### config.mk
export PLATFORM = sky130hd
export DESIGN_NAME = decode_stage
export DESIGN_NICKNAME = d
export VERILOG_FILES = /design/src/rtl/decode_stage.sv
export SDC_FILE = /design/constraint.sdc
export NUM_CORES = 1
export LEC_CHECK = 0
export BUFFER_PORTS_ARGS = -buffer_cell sky130_fd_sc_hd__clkbuf_2
export CORE_UTILIZATION = 50
export CTS_CLUSTER_SIZE = 14
export DETAILED_ROUTE_END_ITERATION = 10
export PLACE_DENSITY = 0.7
export SYNTH_ARGS = -nofsm -noshare
export SYNTH_HDL_FRONTEND = slang
export SYNTH_SLANG_ARGS = --single-unit
### constraint.sdc
create_clock -name clk -period 3.8 [get_ports clk]
set_input_delay 0.57 -clock clk [delete_from_list [all_inputs] [get_ports clk]]
set_output_delay 0.57 -clock clk [all_outputs]
set_load 0.005 [all_outputs]
### src/rtl/decode_stage.sv
// RV32I decode stage: a small circular instruction queue fed by fetch, whose head
// is decoded and captured in a valid/ready output register for execute.
module decode_stage #(
  parameter int XLEN     = 32,
  parameter int IQ_DEPTH = 4,
  parameter int CNT_W    = $clog2(IQ_DEPTH + 1)
) (
  input  logic             clk,
  input  logic             rst_n,
  input  logic             flush_i,
  input  logic             in_valid_i,
  output logic             in_ready_o,
  input  logic [XLEN-1:0]  in_pc_i,
  input  logic [31:0]      in_inst_i,
  output logic             out_valid_o,
  input  logic             out_ready_i,
  output logic [XLEN-1:0]  out_pc_o,
  output logic [4:0]       rs1_o,
  output logic [4:0]       rs2_o,
  output logic [4:0]       rd_o,
  output logic [XLEN-1:0]  imm_o,
  output logic             alusrc_o,
  output logic [3:0]       aluop_o,
  output logic             asel_pc_o,
  output logic             jal_o,
  output logic             jalr_o,
  output logic             branch_o,
  output logic [2:0]       br_cond_o,
  output logic             mem_to_reg_o,
  output logic             mem_wen_o,
  output logic             mem_ren_o,
  output logic             reg_wen_o,
  output logic             illegal_o,
  output logic [CNT_W-1:0] iq_count_o
);

  localparam int PTR_W = $clog2(IQ_DEPTH);

  localparam logic [3:0] ALU_ADD   = 4'd0;
  localparam logic [3:0] ALU_SUB   = 4'd1;
  localparam logic [3:0] ALU_AND   = 4'd2;
  localparam logic [3:0] ALU_OR    = 4'd3;
  localparam logic [3:0] ALU_XOR   = 4'd4;
  localparam logic [3:0] ALU_SRA   = 4'd5;
  localparam logic [3:0] ALU_SRL   = 4'd6;
  localparam logic [3:0] ALU_SLL   = 4'd7;
  localparam logic [3:0] ALU_SLT   = 4'd8;
  localparam logic [3:0] ALU_SLTU  = 4'd9;
  localparam logic [3:0] ALU_PASSB = 4'd10;

  localparam logic [6:0] OPC_OP     = 7'b0110011;
  localparam logic [6:0] OPC_OPIMM  = 7'b0010011;
  localparam logic [6:0] OPC_LOAD   = 7'b0000011;
  localparam logic [6:0] OPC_STORE  = 7'b0100011;
  localparam logic [6:0] OPC_BRANCH = 7'b1100011;
  localparam logic [6:0] OPC_JAL    = 7'b1101111;
  localparam logic [6:0] OPC_JALR   = 7'b1100111;
  localparam logic [6:0] OPC_LUI    = 7'b0110111;
  localparam logic [6:0] OPC_AUIPC  = 7'b0010111;

  typedef struct packed {
    logic [XLEN-1:0] pc;
    logic [4:0]      rs1;
    logic [4:0]      rs2;
    logic [4:0]      rd;
    logic [XLEN-1:0] imm;
    logic            alusrc;
    logic [3:0]      aluop;
    logic            asel_pc;
    logic            jal;
    logic            jalr;
    logic            branch;
    logic [2:0]      br_cond;
    logic            mem_to_reg;
    logic            mem_wen;
    logic            mem_ren;
    logic            reg_wen;
    logic            illegal;
  } bundle_t;

  logic [XLEN-1:0]  iq_pc_mem   [IQ_DEPTH];
  logic [31:0]      iq_inst_mem [IQ_DEPTH];
  logic [PTR_W-1:0] wr_ptr_q, wr_ptr_d;
  logic [PTR_W-1:0] rd_ptr_q, rd_ptr_d;
  logic [CNT_W-1:0] count_q, count_d;
  logic             out_valid_q, out_valid_d;
  bundle_t          out_q, out_d;
  bundle_t          dec;
  logic             full, push, pop, legal;
  logic [31:0]      head_inst;
  logic [XLEN-1:0]  head_pc;
  logic [6:0]       opcode, funct7;
  logic [2:0]       funct3;
  logic [XLEN-1:0]  imm_i, imm_s, imm_b, imm_u, imm_j;

  // A pop frees a slot only at the edge, so a full queue refuses pushes that cycle.
  assign full       = (count_q == CNT_W'(IQ_DEPTH));
  assign in_ready_o = !full;
  assign pop        = (!out_valid_q || out_ready_i) && (count_q != '0) && !flush_i;
  assign push       = in_valid_i && !full && !flush_i;

  assign head_inst = iq_inst_mem[rd_ptr_q];
  assign head_pc   = iq_pc_mem[rd_ptr_q];
  assign opcode    = head_inst[6:0];
  assign funct3    = head_inst[14:12];
  assign funct7    = head_inst[31:25];

  assign imm_i = XLEN'($signed(head_inst[31:20]));
  assign imm_s = XLEN'($signed({head_inst[31:25], head_inst[11:7]}));
  assign imm_b = XLEN'($signed({head_inst[31], head_inst[7], head_inst[30:25],
                                head_inst[11:8], 1'b0}));
  assign imm_u = XLEN'($signed({head_inst[31:12], 12'b0}));
  assign imm_j = XLEN'($signed({head_inst[31], head_inst[19:12], head_inst[20],
                                head_inst[30:21], 1'b0}));

  always_comb begin
    dec     = '0;
    legal   = 1'b1;
    dec.pc  = head_pc;
    dec.rs1 = head_inst[19:15];
    dec.rs2 = head_inst[24:20];
    dec.rd  = head_inst[11:7];
    dec.aluop = ALU_ADD;
    case (opcode)
      OPC_OP: begin
        dec.reg_wen = 1'b1;
        legal = (funct7 == 7'b0000000) ||
                ((funct7 == 7'b0100000) && ((funct3 == 3'b000) || (funct3 == 3'b101)));
        case (funct3)
          3'b000:  dec.aluop = funct7[5] ? ALU_SUB : ALU_ADD;
          3'b001:  dec.aluop = ALU_SLL;
          3'b010:  dec.aluop = ALU_SLT;
          3'b011:  dec.aluop = ALU_SLTU;
          3'b100:  dec.aluop = ALU_XOR;
          3'b101:  dec.aluop = funct7[5] ? ALU_SRA : ALU_SRL;
          3'b110:  dec.aluop = ALU_OR;
          default: dec.aluop = ALU_AND;
        endcase
      end
      OPC_OPIMM: begin
        dec.reg_wen = 1'b1;
        dec.alusrc  = 1'b1;
        dec.imm     = imm_i;
        case (funct3)
          3'b000:  dec.aluop = ALU_ADD;
          3'b001: begin
            dec.aluop = ALU_SLL;
            legal     = (funct7 == 7'b0000000);
          end
          3'b010:  dec.aluop = ALU_SLT;
          3'b011:  dec.aluop = ALU_SLTU;
          3'b100:  dec.aluop = ALU_XOR;
          3'b101: begin
            dec.aluop = funct7[5] ? ALU_SRA : ALU_SRL;
            legal     = (funct7 == 7'b0000000) || (funct7 == 7'b0100000);
          end
          3'b110:  dec.aluop = ALU_OR;
          default: dec.aluop = ALU_AND;
        endcase
      end
      OPC_LOAD: begin
        legal          = (funct3 == 3'b010);
        dec.alusrc     = 1'b1;
        dec.mem_ren    = 1'b1;
        dec.mem_to_reg = 1'b1;
        dec.reg_wen    = 1'b1;
        dec.imm        = imm_i;
      end
      OPC_STORE: begin
        legal       = (funct3 == 3'b010);
        dec.alusrc  = 1'b1;
        dec.mem_wen = 1'b1;
        dec.imm     = imm_s;
      end
      OPC_BRANCH: begin
        legal       = (funct3 != 3'b010) && (funct3 != 3'b011);
        dec.aluop   = ALU_SUB;
        dec.branch  = 1'b1;
        dec.br_cond = funct3;
        dec.imm     = imm_b;
      end
      OPC_JAL: begin
        dec.jal     = 1'b1;
        dec.reg_wen = 1'b1;
        dec.imm     = imm_j;
      end
      OPC_JALR: begin
        legal       = (funct3 == 3'b000);
        dec.jalr    = 1'b1;
        dec.reg_wen = 1'b1;
        dec.alusrc  = 1'b1;
        dec.imm     = imm_i;
      end
      OPC_LUI: begin
        dec.aluop   = ALU_PASSB;
        dec.alusrc  = 1'b1;
        dec.reg_wen = 1'b1;
        dec.imm     = imm_u;
      end
      OPC_AUIPC: begin
        dec.asel_pc = 1'b1;
        dec.alusrc  = 1'b1;
        dec.reg_wen = 1'b1;
        dec.imm     = imm_u;
      end
      default: legal = 1'b0;
    endcase
    // Illegal bundles still travel downstream, but can never cause side effects.
    if (!legal) begin
      dec.illegal = 1'b1;
      dec.reg_wen = 1'b0;
      dec.mem_wen = 1'b0;
      dec.mem_ren = 1'b0;
      dec.branch  = 1'b0;
      dec.jal     = 1'b0;
      dec.jalr    = 1'b0;
    end
    if (dec.rd == 5'd0) dec.reg_wen = 1'b0;
  end

  always_comb begin
    wr_ptr_d    = wr_ptr_q;
    rd_ptr_d    = rd_ptr_q;
    count_d     = count_q;
    out_d       = out_q;
    out_valid_d = out_valid_q;
    if (flush_i) begin
      wr_ptr_d    = '0;
      rd_ptr_d    = '0;
      count_d     = '0;
      out_valid_d = 1'b0;
    end else begin
      if (push) wr_ptr_d = wr_ptr_q + 1'b1;
      if (pop)  rd_ptr_d = rd_ptr_q + 1'b1;
      count_d = count_q + CNT_W'(push) - CNT_W'(pop);
      if (pop) begin
        out_d       = dec;
        out_valid_d = 1'b1;
      end else if (out_ready_i) begin
        out_valid_d = 1'b0;
      end
    end
  end

  always_ff @(posedge clk) begin
    if (!rst_n) begin
      wr_ptr_q    <= '0;
      rd_ptr_q    <= '0;
      count_q     <= '0;
      out_valid_q <= 1'b0;
      out_q       <= '0;
    end else begin
      wr_ptr_q    <= wr_ptr_d;
      rd_ptr_q    <= rd_ptr_d;
      count_q     <= count_d;
      out_valid_q <= out_valid_d;
      out_q       <= out_d;
    end
  end

  always_ff @(posedge clk) begin
    if (rst_n && push) begin
      iq_pc_mem[wr_ptr_q]   <= in_pc_i;
      iq_inst_mem[wr_ptr_q] <= in_inst_i;
    end
  end

  assign out_valid_o  = out_valid_q;
  assign out_pc_o     = out_q.pc;
  assign rs1_o        = out_q.rs1;
  assign rs2_o        = out_q.rs2;
  assign rd_o         = out_q.rd;
  assign imm_o        = out_q.imm;
  assign alusrc_o     = out_q.alusrc;
  assign aluop_o      = out_q.aluop;
  assign asel_pc_o    = out_q.asel_pc;
  assign jal_o        = out_q.jal;
  assign jalr_o       = out_q.jalr;
  assign branch_o     = out_q.branch;
  assign br_cond_o    = out_q.br_cond;
  assign mem_to_reg_o = out_q.mem_to_reg;
  assign mem_wen_o    = out_q.mem_wen;
  assign mem_ren_o    = out_q.mem_ren;
  assign reg_wen_o    = out_q.reg_wen;
  assign illegal_o    = out_q.illegal;
  assign iq_count_o   = count_q;

endmodule

## Word-level counts from Yosys, hierarchy flattened

Memory sizes are Yosys's and may differ from the RTL's. A register that Yosys moved wholly into a read port is not among the register bits.
Index checks and enable logic that the tools add are counted.

| operators by class | value |
|---|---|
| eq/ne operators | 19 |
| muxes and demuxes | 25 |
| add/sub/neg operators | 4 |
| bitwise gates (word level) | 2 |
| reductions and logical operators | 28 |

Operators by type and width:

| cell | number |
|---|---|
| $pmux 32 s5 | 1 |
| $pmux 4 s7 | 2 |
| $eq 7x6->1 const B | 4 |
| $eq 7x7->1 const B | 3 |
| $pmux 4 s4 | 1 |
| $eq 7x5->1 const B | 2 |
| $mux 1 | 13 |
| $eq 3x3->1 const B | 4 |
| $mux 4 | 2 |
| $eq 7x2->1 const B | 1 |
| $logic_and 1x1->1 | 7 |
| $logic_not 7->1 | 1 |
| $reduce_or 7->1 | 1 |
| $eq 3x2->1 const B | 2 |
| $mux 2 | 3 |
| $ne 3x2->1 const B | 2 |
| $pmux 1 s6 | 1 |
| $reduce_or 2->1 | 3 |
| $reduce_or 3->1 | 2 |
| $reduce_or 6->1 | 1 |
| $logic_not 5->1 | 1 |
| $add 2x1->2 const B | 2 |
| $logic_not 1->1 | 4 |
| $logic_or 1x1->1 | 4 |
| other kinds (10) | 11 |

| word-level totals | value |
|---|---|
| word-level logic and storage cells | 100 |
| memories | 2 |
| memory bits (writable) | 256 |
| bits in registers | 72 |
| bits of input ports | 69 |
| output and inout port bits | 101 |

Memory list:

| memory | depth | width | rd ports | clocked after memory_dff | wr ports | line | text |
|---|---|---|---|---|---|---|---|
| iq_inst_mem | 4 | 32 | 1 | 1 | 1 | 82 | `logic [31:0] iq_inst_mem [IQ_DEPTH];` |
| iq_pc_mem | 4 | 32 | 1 | 1 | 1 | 81 | `logic [XLEN-1:0] iq_pc_mem [IQ_DEPTH];` |

## Depth between registers and ports, before layout

Gate-level depths: netlist of run 1.

| logic depth | value |
|---|---|
| word-level depth | 7 |
| depth in mapped cells | 14 |
| mapped depth without buffers | 12 |

## Worst setup path before layout of run 1

Ideal clock, no wire load.

| timing | value |
|---|---|
| path kind | input to register |
| start point | input port rst_n |
| end point | memory iq_inst_mem[0][0], enable pin |
| arrival | 2.757 ns |
| path slack | 0.614 ns |
| setup time | 0.429 ns |
| buffers on the path | 2 |
| data required time | 3.371 ns |
| stages on the path | 5 |
| cells stage by stage | clkbuf_1 -> nand2b_1 -> clkbuf_1 -> nor2_1 -> and2_1 |

| on the way | value |
|---|---|
| cells in the longest elaborated chain, start to end | 3 |

Ends and longest elaborated chain:

| element | line | text |
|---|---|---|
| from (decl) | 9 | `input logic rst_n,` |
| $logic_and 1x1->1 | 262 | `if (rst_n && push) begin` |
| $mux 1 | 262 |  |
| $mux 1 (not written as such) | 264 | `iq_inst_mem[wr_ptr_q] <= in_inst_i;` |
| to (decl) | 82 |  |

No other way between the ends.

==> results of run 1 <==
## cell usage after synthesis, drive strengths merged, types with 6 or more instances
cell type  number
edfxtp        256
nand2         132
dfxtp         106
a21oi          67
mux4           63
clkbuf         39
nor2           30
o21ai          17
a22o           16
buf            16
nand3          13
a31oi          10
nor3            9
inv             8
and2            6
ha              6
## where the power goes
part	leakage [µW]	switching, µW	internal (µW)	total, µW
Combinational	0.00175	250	158	408
Sequential	0.00317	42.4	4300	4340
Clock	0.000599	1470	2140	3610
Total	0.00552	1760	6600	8360
## final cells by class
cell class	instances	area (µm²)	area share (%)
well taps	335	419	2.62
clock inverters	15	175	1.09
clock buffers	53	1050	6.54
flip-flops and latches	362	9810	61.3
multi-input cells	437	3510	21.9
repair buffers	187	1020	6.36
diodes	2	5.00	0.0312
inverters	9	35.0	0.219
## per-layer routing
metal / vias to the layer above / GRT usage (%) / wire length [µm]
met5: - / 0 / 13
met2: 309 / 35.5 / 14400
li1: 3642 / - / -
met1: 4028 / 30.4 / 12900
met3: 50 / 4.56 / 2020
met4: 2 / 6.04 / 524
## worst max-delay path, cell delays in order (launching register included)
cell and delay [ps]:
dfxtp_2 690, buf_4 310, mux4_2 440, or2_0 430
o21ai_2 600, a211oi_4 110, a221oi_2 290
## through the flow
| stage | hold WS, ps | cells | setup WS [ps] | utilization, % | instance area [µm²] |
|---|---|---|---|---|---|
| finish | 254 | 1400 | 824 | 60.8 | 16000 |
| detailed placement | 447 | 1330 | 780 | 56.1 | 14800 |
| global placement | 442 | 1330 | 917 | 56.1 | 14800 |
| global route | 233 | 1398 | 559 | 60.8 | 16000 |
| CTS | 237 | 1398 | 721 | 60.8 | 16000 |
| floorplan | 448 | 863 | 614 | - | 13600 |
## cell usage in the layout (no fill, tap or decap), types with 3 or more instances in the layout
master | synthesis | layout
edfxtp_1 | 256 | 256
clkbuf_2 | 0 | 169
nand2_1 | 132 | 132
dfxtp_1 | 106 | 102
a21oi_1 | 67 | 67
mux4_2 | 62 | 62
clkbuf_16 | 0 | 38
nor2_1 | 29 | 29
a22o_1 | 16 | 16
o21ai_0 | 15 | 15
buf_4 | 0 | 15
nand3_1 | 13 | 13
clkbuf_1 | 39 | 11
a31oi_1 | 10 | 10
nor3_1 | 7 | 7
inv_1 | 8 | 7
clkinv_2 | 0 | 6
ha_1 | 6 | 6
a22oi_1 | 5 | 5
nor2b_1 | 4 | 4
nand2b_1 | 4 | 4
and2_4 | 0 | 4
dfxtp_2 | 0 | 4
clkbuf_8 | 0 | 4
clkinv_1 | 1 | 4
xnor2_1 | 3 | 3
xor2_1 | 3 | 3
a211oi_1 | 3 | 3
nand3b_1 | 3 | 3
or4_1 | 3 | 3
bufinv_16 | 0 | 3
buf_12 | 1 | 3
## state kept, by name, summed over array words and instances (netlist names), 4 cells and up, named ones only
register     count
rd_o             5
rs2_o            5
imm_o           32
out_pc_o        32
rs1_o            5
aluop_o          4
iq_inst_mem    128
iq_pc_mem      128
## kinds of logic (layout without fill, tap and decap cells)
family / after synthesis / in the layout
XOR/XNOR: 6 / 6
adder cells (fa/ha/maj): 7 / 7
AND/OR/NAND/NOR: 220 / 220
multiplexers: 65 / 65
other: 0 / 2
AO/OA/AOI/OAI: 139 / 139
flip-flops: 362 / 362
buffers and inverters: 64 / 264
## worst min path at each step
stage                    endpoint  slack (ps)  cells past startpoint
3_3_place_gp         out_pc_o[22]         440                      2
6_report        iq_inst_mem[1][7]         250                      1
4_1_cts        iq_inst_mem[2][16]         240                      1
2_1_floorplan        br_cond_o[0]         450                      2
3_5_place_dp         out_pc_o[22]         450                      2
5_1_grt          iq_pc_mem[0][31]         230                      1
==> impl_summary.md, run 1 <==
Min path
The type of the tightest min-delay check is in2reg. The worst hold path begins at in_inst_i[7].

Detailed routing
In the routed layout, each cell is associated on average with a via count of about 5.7. In this run, the number of DRC markers left after iteration 0 of detailed routing was 786. After detailed routing, the total wire length is ~30 mm. The count of nets left with antenna violations after detail routing is 0.

In the final routed layout, each cell accounts on average for roughly 21 µm. The first detailed-routing pass ran for 5 iterations. For this run, design rule violations remaining after detail routing come to 0. The total vias in the final route is between 8000 and 9000.

Power
The worst-case IR drop observed on VDD is 439 µV. The overall power consumption is about 8400 µW. For this design the static power due to leakage is 0.00552 µW. Dividing total power by cell area gives a power density of around 520 mW/mm².

Floorplanning
The area of the core region is approximately 0.026 mm². For this design the top-level I/O count stands at 170. From left edge to right edge, the die measures around 170 µm.

The effective utilization at floorplan is ~52%. From bottom edge to top edge, the die measures approximately 170 µm. The die covers between 0.02 and 0.03 mm². The initialized floorplan defines 59 standard-cell rows.

Timing
The final-report setup violation count is 0. The clock arrives with ~24 ps of skew. Setup repair after global routing left no endpoint under its margin. Adding up every negative setup slack in the final design gives 0 ps. Headroom to the max-slew limit came out at roughly a third. Timing would allow up to approximately 340 MHz. The count of endpoints failing hold in the final timing report came to 0. The max-slew violation count is 0. The transition time of the tightest slew-check pin is 1000 ps. The fraction of the cycle the final worst path needs is 78.3%. The shortest clock period the worst path allows after layout is a little under 3000 ps.

Synth
The post-synthesis async set-or-reset flop share is 0%. Counting distinct cell types in the post-synthesis netlist gives 67. Sorting the synthesized cells by area gives the leading types as edfxtp_1 57%, dfxtp_1 16%, mux4_2 10%. The average cell area after synthesis is 15.7 µm².

The largest area contributor in the netlist is edfxtp_1. The share of the synthesized area in compound gates (AO/OA/AOI/OAI) is 6.68%. The post-synthesis register bit count is between 300 and 400. The sequential area share after synthesis is slightly above 70%. The multiplexer fraction of the synthesized cell area is between 10% and 20%. The number of nets handed over by synthesis was 939.

Summing every instance area after synthesis gives approximately 0.014 mm². The post-synthesis share of cell area spent on and, or, nand and nor gates is 7.30%. Yosys printed 0 warnings.

In this run, synthesis inferred roughly 260 flip-flops with an integrated enable. The share of the synthesized netlist area taken by xor and xnor gates is 0.387%. The leading register cell type out of synthesis is edfxtp_1. After synthesis, the largest family of logic cells by area is multiplexers. The adder-cell area share of the yosys netlist is 0.700%. The top-area cell type share of the netlist area is approximately 57%. After technology mapping, the gate count stands at approximately 860.

CTS
The register clock-pin slew on the reported worst setup and hold paths is approximately 60 ps. Post-CTS timing repair inserted 0 buffers for setup. The cell at the root of the clock tree is clkbuf_16. The TritonCTS buffer count is 37. At the later pin of the worst-skew pair, clock insertion delay measures around 530 ps. The H-tree generated during clock tree synthesis spans 2 levels. The CTS tree is built. The number of hold buffers added after CTS is 0. Clock tree synthesis found a total of roughly 360 sinks.

The post-cts gate resize count is 0. The clock passes through at most 3 buffers.

Global route
The number of global-route vias before repair was between 8000 and 9000. The initial antenna violation count is 3. For this run, the total global-route usage over all layers was measured as between 20 and 25%. The wire length of the first global-routing pass is between 40 and 50 mm. Entering global routing, the biggest net connects between 70 and 80 pins. After global routing the overflow that remains totals 0.

Status
The flow ran to the end, and the final reports show no timing, DRC or antenna violations.

Setup path
The critical path endpoint is mem_ren_o. The worst setup path is captured at a register. The type of the setup path with the least slack is reg2reg. The worst reg2reg path endpoint is mem_ren_o.

The sort of element at the start of the critical path is a register. Of all nets on the critical path, the largest fanout is 16. Data on the critical path arrives at its endpoint at 3410 ps.

The required time at the endpoint of the critical path is between 4000 and 5000 ps. Across all register-to-register paths, the minimum setup slack is roughly 820 ps. The path depth of the worst reg2reg path is 6.

Layout
The area growth from synthesis to layout is 17.9%. The filler cell count is around 2000. The share of layout cells above drive strength 1 is between 30% and 40%. After the last flow step, the layout net total stands at roughly 1100.

Place
Once detailed placement completed, the half-perimeter wirelength came to between 15 and 20 mm. The last weighted congestion value of the routability-driven placer is roughly 0.89. During placement, the flow inserted port buffers numbering about 170.

Flow run
The max-capacitance violation count is 0.
No activity file was read; power rests on OpenSTA's default activity.
==> run 2: changes to the inputs <==
--- a/config.mk
+++ b/config.mk
@@ -5,6 +5,7 @@
 export SDC_FILE = /design/constraint.sdc
 export NUM_CORES = 1
 export LEC_CHECK = 0
+export ABC_AREA = 1
 export BUFFER_PORTS_ARGS = -buffer_cell sky130_fd_sc_hd__clkbuf_2
 export CORE_UTILIZATION = 50
 export CTS_CLUSTER_SIZE = 14
==> constraint.sdc (replaced) <==
create_clock -name clk -period 2.9 [get_ports clk]
set_input_delay 0.435 -clock clk [delete_from_list [all_inputs] [get_ports clk]]
set_output_delay 0.435 -clock clk [all_outputs]
set_load 0.005 [all_outputs]
==> run 2 against run 1 <==
- die area increased by 4.6%
- final cell count increased by 34%
- design area increased by 3.3%
- clock power increased by 27%
- total power increased by 29%
- synthesized cell count increased by 52%
- non-clock buffer count increased by 2
- global-route usage about the same
- routed wire length increased by 4.6%
- sequential power increased by 31%
- flip-flop and latch count unchanged
- utilization decreased by 1.4 points
- critical path type unchanged
==> impl_summary.md, run 2 <==
Synth
The summed instance area of the synthesized netlist is 0.0142 mm² (+4.6%). The number of warnings printed during yosys synthesis was 0 (unchanged). After synthesis, the largest family of logic cells by area is simple AND/OR/NAND/NOR gates. The number of enable-type register cells in the synthesized netlist is 256 (unchanged). The adder-cell area share of the yosys netlist is 0.669% (-0.031 points). The post-synthesis register bit count was 362 (unchanged). The top-area cell type share of the netlist area was 54.1% (-2.5 points). The dominant cell by count in the synthesized netlist is edfxtp_1. The post-synthesis cell type count is 37 (-45%). The post-synthesis share of cell area spent on and, or, nand and nor gates was 16.3% (+9.0 points). The total nets after synthesis came to 1389 (+48%). The sequential area share after synthesis is 69.0% (-3.2 points). The average cell area after synthesis is 10.8 µm² (-31%). The share of the synthesized netlist area taken by xor and xnor gates is 0.0616% (-0.33 points). By area the synthesized netlist is led by edfxtp_1 54%, dfxtp_1 15%, nand2_1 6.7%.

The post-synthesis async set-or-reset flop share is 0% (unchanged). The largest total area in the synthesized netlist belongs to edfxtp_1. The share of the synthesized area in compound gates (AO/OA/AOI/OAI) is 9.87% (+3.2 points).

For this run, the leading register cell type out of synthesis is edfxtp_1. The number of cells produced by synthesis came to 1313 (+52%). The multiplexer fraction of the synthesized cell area is 0% (-11 points). Sorting the synthesized cells by how often they occur yields 256 x edfxtp_1, 253 x nand2_1, 177 x nor2_1.

Timing
The worst setup slack after layout is 318 ps (-507 ps). The fraction of the cycle the final worst path needs was 89.1% (+11 points). The shortest clock period the worst path allows after layout is 2580 ps (-393 ps). The final-report setup violation count is 0 (unchanged). The transition time of the tightest slew-check pin is 701 ps (-299 ps).

The max-slew violation count was 0 (unchanged). Setup repair after global routing left no endpoint under its margin. The maximum achievable frequency is 387 MHz (+15%). The tightest hold margin is 132 ps (-123 ps).

The final-layout setup total negative slack is 0 ps (unchanged). The count of endpoints failing hold in the final timing report is 0 (unchanged). The worst clock skew is 14.3 ps (-9.25 ps). The relative slew slack is 53.2% (+20 points).

Layout
Relative to the synthesized area, the layout overhead comes to 16.4%. The share of layout cells above drive strength 1 was 20.2% (-11 points). The commonest non-fill, non-tap cell in the layout is edfxtp_1. The filler cell count is 2278 (+14%). In the layout the commonest cells are 256 x edfxtp_1, 253 x nand2_1, 173 x nor2_1, 171 x clkbuf_2, 134 x o21ai_0.

The total number of nets in the final design is 1541 (+39%). The largest registers in the layout are iq_inst_mem: 128 flops, iq_pc_mem: 128 flops. The utilization of the core after routing is 59.4% (-1.4 points).

Detailed routing
The routed length per instance came to 16.7 µm (-22%). The count of nets left with antenna violations after detail routing is 0 (unchanged). The total vias in the final route is 9853 (+23%). The post-route DRC violation count is 0 (unchanged).

The iteration-0 DRC count of the detailed router was 691 (-12%). The routed wire length was 31.2 mm (+4.6%). The post-detailed-route via-to-cell ratio came to 5.26 (-8.2%). The number of detailed-route iterations in the first pass came to 5 (unchanged).

Place
The quantity of I/O buffers inserted on ports is 169 (unchanged). The worst slack at placement is 345 ps (-435 ps). The half-perimeter wire length after detailed placement was 19.1 mm (+1.1%). The last weighted congestion value of the routability-driven placer is 0.870 (-1.9%).

Setup path
STA classifies the critical path startpoint as a register. The worst setup path is captured at a register. The critical path's largest stage delay was 520 ps (-170 ps).

The worst setup path is of the reg2reg kind. Traced cell by cell, the critical path runs through buf_4 -> nand3_1 -> nand3_1 -> nand2_2 -> nor2_4 -> nand2_2 -> nand2_1 -> nand2_1 -> nand3_1 -> nand2_1 -> a21oi_1. The slowest stage of the critical path belongs to the cell buf_4. The signal arrival time at the worst endpoint was 3020 ps (-390 ps).

The top fanout value on the critical path is 66 (+50). The required time at the endpoint of the critical path came to 3340 ps (-890 ps).

Flow run
The max-capacitance violation count came to 0 (unchanged).

CTS
The CTS tree is built. The clock tree buffer depth came to 3 (unchanged). The cell at the root of the clock tree is clkbuf_16. The number of H-tree branching levels came to 2 (unchanged). The TritonCTS buffer count was 37 (unchanged). The number of hold buffers added after CTS is 0 (unchanged). The register clock-pin slew on the reported worst setup and hold paths was 60 ps (about the same).

The post-cts gate resize count was 0 (unchanged). The later-pin clock latency in the skew report came to 510 ps (-20 ps). The post-CTS setup-driven buffer insertion count is 0 (unchanged). The sink count of the clock tree is 362 (unchanged).

Floorplanning
The area of the core region is 0.0279 mm² (+5.7%). The number of top-level pins came to 170 (unchanged). The area of the die came to 0.0291 mm² (+4.6%). The total number of placement rows is 61 (+3.4%). The height of the die came to 171 µm (+2.3%). The effective utilization at floorplan is 51.0% (-0.53 points). The horizontal die dimension is 171 µm (+2.3%).

Status
The run finished with clean final reports.

Min path
In this run the worst hold path is classified as in2reg.

Global route
The number of global-route vias before repair was 9288 (+16%). The wire length of the first global-routing pass is 49.5 mm (+6.3%). The leftover overflow at the end of global routing is 0 (unchanged). The initial antenna violation count is 0 (-3). The largest net degree at the start of global routing is 140 (+77%). The global routing usage summed across all routing layers is 22.0% (about the same).

Power
The power per cell area came to 652 mW/mm² (+25%). The reported leakage power is 0.00643 µW (+16%). The peak ir drop on the vdd network is 446 µV (+1.6%).
-- run 2: changes by cell type after synthesis, moves of 31 or more --
cell     change
o21ai_0    +119
nand3_1     +63
nor2_1     +148
nand2_1    +121
mux4_2      -62
inv_1       +31
-- run 2: kinds of logic after synthesis --
family                   after synthesis
AO/OA/AOI/OAI                        264
XOR/XNOR                               1
buffers and inverters                133
AND/OR/NAND/NOR                      546
flip-flops                           362
adder cells (fa/ha/maj)                7
-- run 2: metrics by stage --
step	total power [µW]	instance area, µm²	cells
5_1_grt	11100	16500	1871
6_report	10800	16500	1872
2_1_floorplan	6080	14200	1313
3_3_place_gp	6310	15400	1804
3_5_place_dp	6330	15400	1804
4_1_cts	10900	16500	1871
-- run 2: worst paths after layout --
check / cells after the start / slack [ps] / start / endpoint
worst max-delay path: 11 / 320 / register / imm_o[21]
worst min-delay path: 1 / 130 / in_pc_i[22] / iq_pc_mem[1][22]
worst max register to register: 11 / 320 / register / imm_o[21]
worst min register to register: 2 / 460 / imm_o[15] / imm_o[15]
-- run 2: layout make-up --
type	instances	area, µm²	share of cell area (%)
Antenna cell	1	2.50	0.0151
Clock inverter	12	116	0.703
Inverter	57	216	1.31
Timing Repair Buffer	189	1010	6.10
Clock buffer	55	1060	6.39
Sequential cell	362	9810	59.3
Multi-Input combinational cell	818	3860	23.3
Tap cell	378	473	2.86
-- run 2: power breakdown --
| group | internal [µW] | switching [µW] |
|---|---|---|
| Clock | 2710 | 1860 |
| Sequential | 5640 | 53.7 |
| Combinational | 171 | 356 |
-- run 2: layer usage --
metal  global-route usage (%)  wire (µm)
met5                        0          0
met4                     6.15        508
met3                     5.34       2330
met2                     36.6      14900
met1                     28.6      13500
-- run 2: critical path: cells and delay by family, from the launching register on --
family / cells / cell delay [ps]
AOI/OAI and AO/OA: 1 / 140
buffers and inverters: 1 / 520
and+or+nand+nor: 9 / 1520
DFF: 1 / 330
==> run 3: changes to the inputs <==
--- a/config.mk
+++ b/config.mk
@@ -7,10 +7,11 @@
 export LEC_CHECK = 0
 export ABC_AREA = 1
 export BUFFER_PORTS_ARGS = -buffer_cell sky130_fd_sc_hd__clkbuf_2
-export CORE_UTILIZATION = 50
+export CORE_UTILIZATION = 35
 export CTS_CLUSTER_SIZE = 14
 export DETAILED_ROUTE_END_ITERATION = 10
-export PLACE_DENSITY = 0.7
+export REMOVE_ABC_BUFFERS = 1
 export SYNTH_ARGS = -nofsm -noshare
 export SYNTH_HDL_FRONTEND = slang
 export SYNTH_SLANG_ARGS = --single-unit
+export TNS_END_PERCENT = 20
==> run 3 against run 2 <==
- combinational power grew 3%
- routed wire length increased by 9.0%
- fmax is 6.5% higher
- non-clock buffer count is 6 higher
- clock skew hardly changed
- sequential power is essentially flat
- design area rose by 1.6%
- die area rose by 42%
==> impl_summary.md, run 3 (synthesized netlist as in run 2, its figures left out) <==
Setup path
The type of the setup path with the least slack is reg2reg. The path depth of the worst reg2reg path was 11 (unchanged). STA classifies the critical path startpoint as a register. The critical path's largest stage delay is 410 ps (-110 ps). The kind of cell with the highest combined delay on the critical path is simple AND/OR/NAND/NOR gates.

Among all stages on the critical path, the largest delay is contributed by inv_2. Traced cell by cell, the critical path runs through inv_2 -> nand3_1 -> nand3_1 -> nand2_2 -> nor2_4 -> nand2_2 -> nand2_1 -> nand2_1 -> nand3_1 -> nand2_1 -> a21oi_2. The top fanout value on the critical path is 34 (-48%). The signal arrival time at the worst endpoint is 2890 ps (-130 ps). The cell depth of the worst setup path is 11 (unchanged).

The count of buffer and inverter cells on the critical path is 1 (unchanged). The worst setup path is captured at a register. The required time at the endpoint of the critical path came to 3360 ps (+20 ps).

Detailed routing
The post-detailed-route via-to-cell ratio is 4.85 (-7.9%). The post-route DRC violation count is 0 (unchanged). The iteration-0 DRC count of the detailed router was 562 (-19%). The routed wire length came to 34.0 mm (+9.0%). The count of nets left with antenna violations after detail routing is 0 (unchanged). The routed length per instance is 16.8 µm (+0.43%).

The number of detailed-route iterations in the first pass is 5 (unchanged). The total vias in the final route is 9844 (-0.091%).

Timing
The fraction of the cycle the final worst path needs is 83.6% (-5.4 points). The relative slew slack is 50.3% (-2.9 points). The max-slew violation count is 0 (unchanged). The transition time of the tightest slew-check pin was 746 ps (+44.3 ps). The count of endpoints failing hold in the final timing report is 0 (unchanged). The worst clock skew is 14.7 ps (+0.408 ps). The final-layout setup total negative slack is 0 ps (unchanged). The final-report setup violation count is 0 (unchanged). The worst setup slack after layout is 475 ps (+158 ps). Setup repair after global routing left no endpoint under its margin. The shortest clock period the worst path allows after layout was 2420 ps (-158 ps). The maximum achievable frequency is 412 MHz (+6.5%).

CTS
The post-CTS setup-driven buffer insertion count came to 0 (unchanged). The later-pin clock latency in the skew report came to 540 ps (+30 ps). The number of hold buffers added after CTS is 0 (unchanged).

The clock tree buffer depth came to 3 (unchanged). The post-cts gate resize count is 0 (unchanged). The number of H-tree branching levels came to 2 (unchanged).

TritonCTS built the clock tree. The TritonCTS buffer count is 39 (+5.4%). In this run the clock root is driven by a clkbuf_16. The sink count of the clock tree is 362 (unchanged). The register clock-pin slew on the reported worst setup and hold paths was 60 ps (about the same).

Layout
The filler cell count is 3825 (+68%). The area growth from synthesis to layout is 18.2%. The largest registers in the layout are iq_inst_mem: 128 flops, iq_pc_mem: 128 flops.

The final cell count without fillers is 2031 (+8.5%). In the layout the commonest cells are 256 x edfxtp_1, 253 x nand2_1, 173 x nor2_1, 169 x clkbuf_2, 134 x o21ai_0. The total number of nets in the final design was 1549 (+0.52%). The commonest non-fill, non-tap cell in the layout is edfxtp_1. The share of layout cells above drive strength 1 is 20.4% (+0.18 points).

Power
The power per cell area is 647 mW/mm² (-0.80%). The reported leakage power is 0.00645 µW (+0.35%). The peak ir drop on the vdd network is 520 µV (+17%).

Min path
The type of the tightest min-delay check is in2reg. The hold path depth is 1 (unchanged).

Global route
The leftover overflow at the end of global routing is 0 (unchanged). The initial antenna violation count is 4 (+4). The largest net degree at the start of global routing is 139 (-0.71%). The wire length of the first global-routing pass is 53.3 mm (+7.7%).

The number of global-route vias before repair is 9528 (+2.6%). The global routing usage summed across all routing layers is 16.6% (-5.4 points).

Floorplanning
The number of top-level pins is 170 (unchanged). The area of the die is 0.0414 mm² (+42%). The area of the core region is 0.0399 mm² (+43%). The effective utilization at floorplan is 35.6% (-15 points).

The total number of placement rows is 73 (+20%). The horizontal die dimension is 204 µm (+19%). The height of the die is 204 µm (+19%).

Place
The number of placed instances, taps included is 1957 (+8.5%). The last weighted congestion value of the routability-driven placer is 0.773 (-11%). The worst slack at placement is 478 ps (+133 ps). The quantity of I/O buffers inserted on ports is 169 (unchanged). The half-perimeter wire length after detailed placement is 20.7 mm (+8.7%).

Status
The flow ran to the end, and the final reports show no timing, DRC or antenna violations.

Flow run
The max-capacitance violation count is 0 (unchanged).
run 3: worst paths after layout:
path                from               end  slack (ps)
max reg2reg     register         imm_o[27]         480
min reg2reg    imm_o[25]         imm_o[25]         460
max             register         imm_o[27]         480
min          in_pc_i[20]  iq_pc_mem[1][20]         110
run 3: final cells by class:
class                      instances  area (µm²)  area share, %
clock inverter                    17         121          0.722
multi-input combinational        818        3860           23.0
tap                              525         657           3.91
clock buffer                      55        1070           6.35
sequential                       362        9810           58.4
timing repair buffer             195        1070           6.34
antenna                            2        5.00         0.0298
inverter                          57         216           1.29
run 3: per-layer routing:
metal / GRT usage (%) / wire length, µm / share of wire (%)
met4: 5.24 / 788 / 2.3
met2: 27.1 / 15800 / 47
met3: 4.51 / 2350 / 6.9
met1: 21.4 / 15000 / 44
met5: 0 / 27 / 0.079
run 3: report_power, final:
group          internal, µW  total (µW)  switching (µW)
logic                   177         543             366
clock network          2670        4640            1970
registers              5640        5680            47.1
total                  8480       10900            2380
run 3: metrics by stage:
| step | total power [µW] | hold WS [ps] | area (µm²) | utilization (%) |
|---|---|---|---|---|
| final | 10900 | 107 | 16800 | 42.1 |
| after global routing | 11300 | 91.1 | 16800 | 42.1 |
| after CTS | 11000 | 79.8 | 16800 | 42.1 |
| after detailed placement | 6340 | 454 | 15600 | 39.1 |
| after global placement | 6330 | 452 | 15600 | 39.1 |
| after floorplan | 6060 | 462 | 13800 | - |
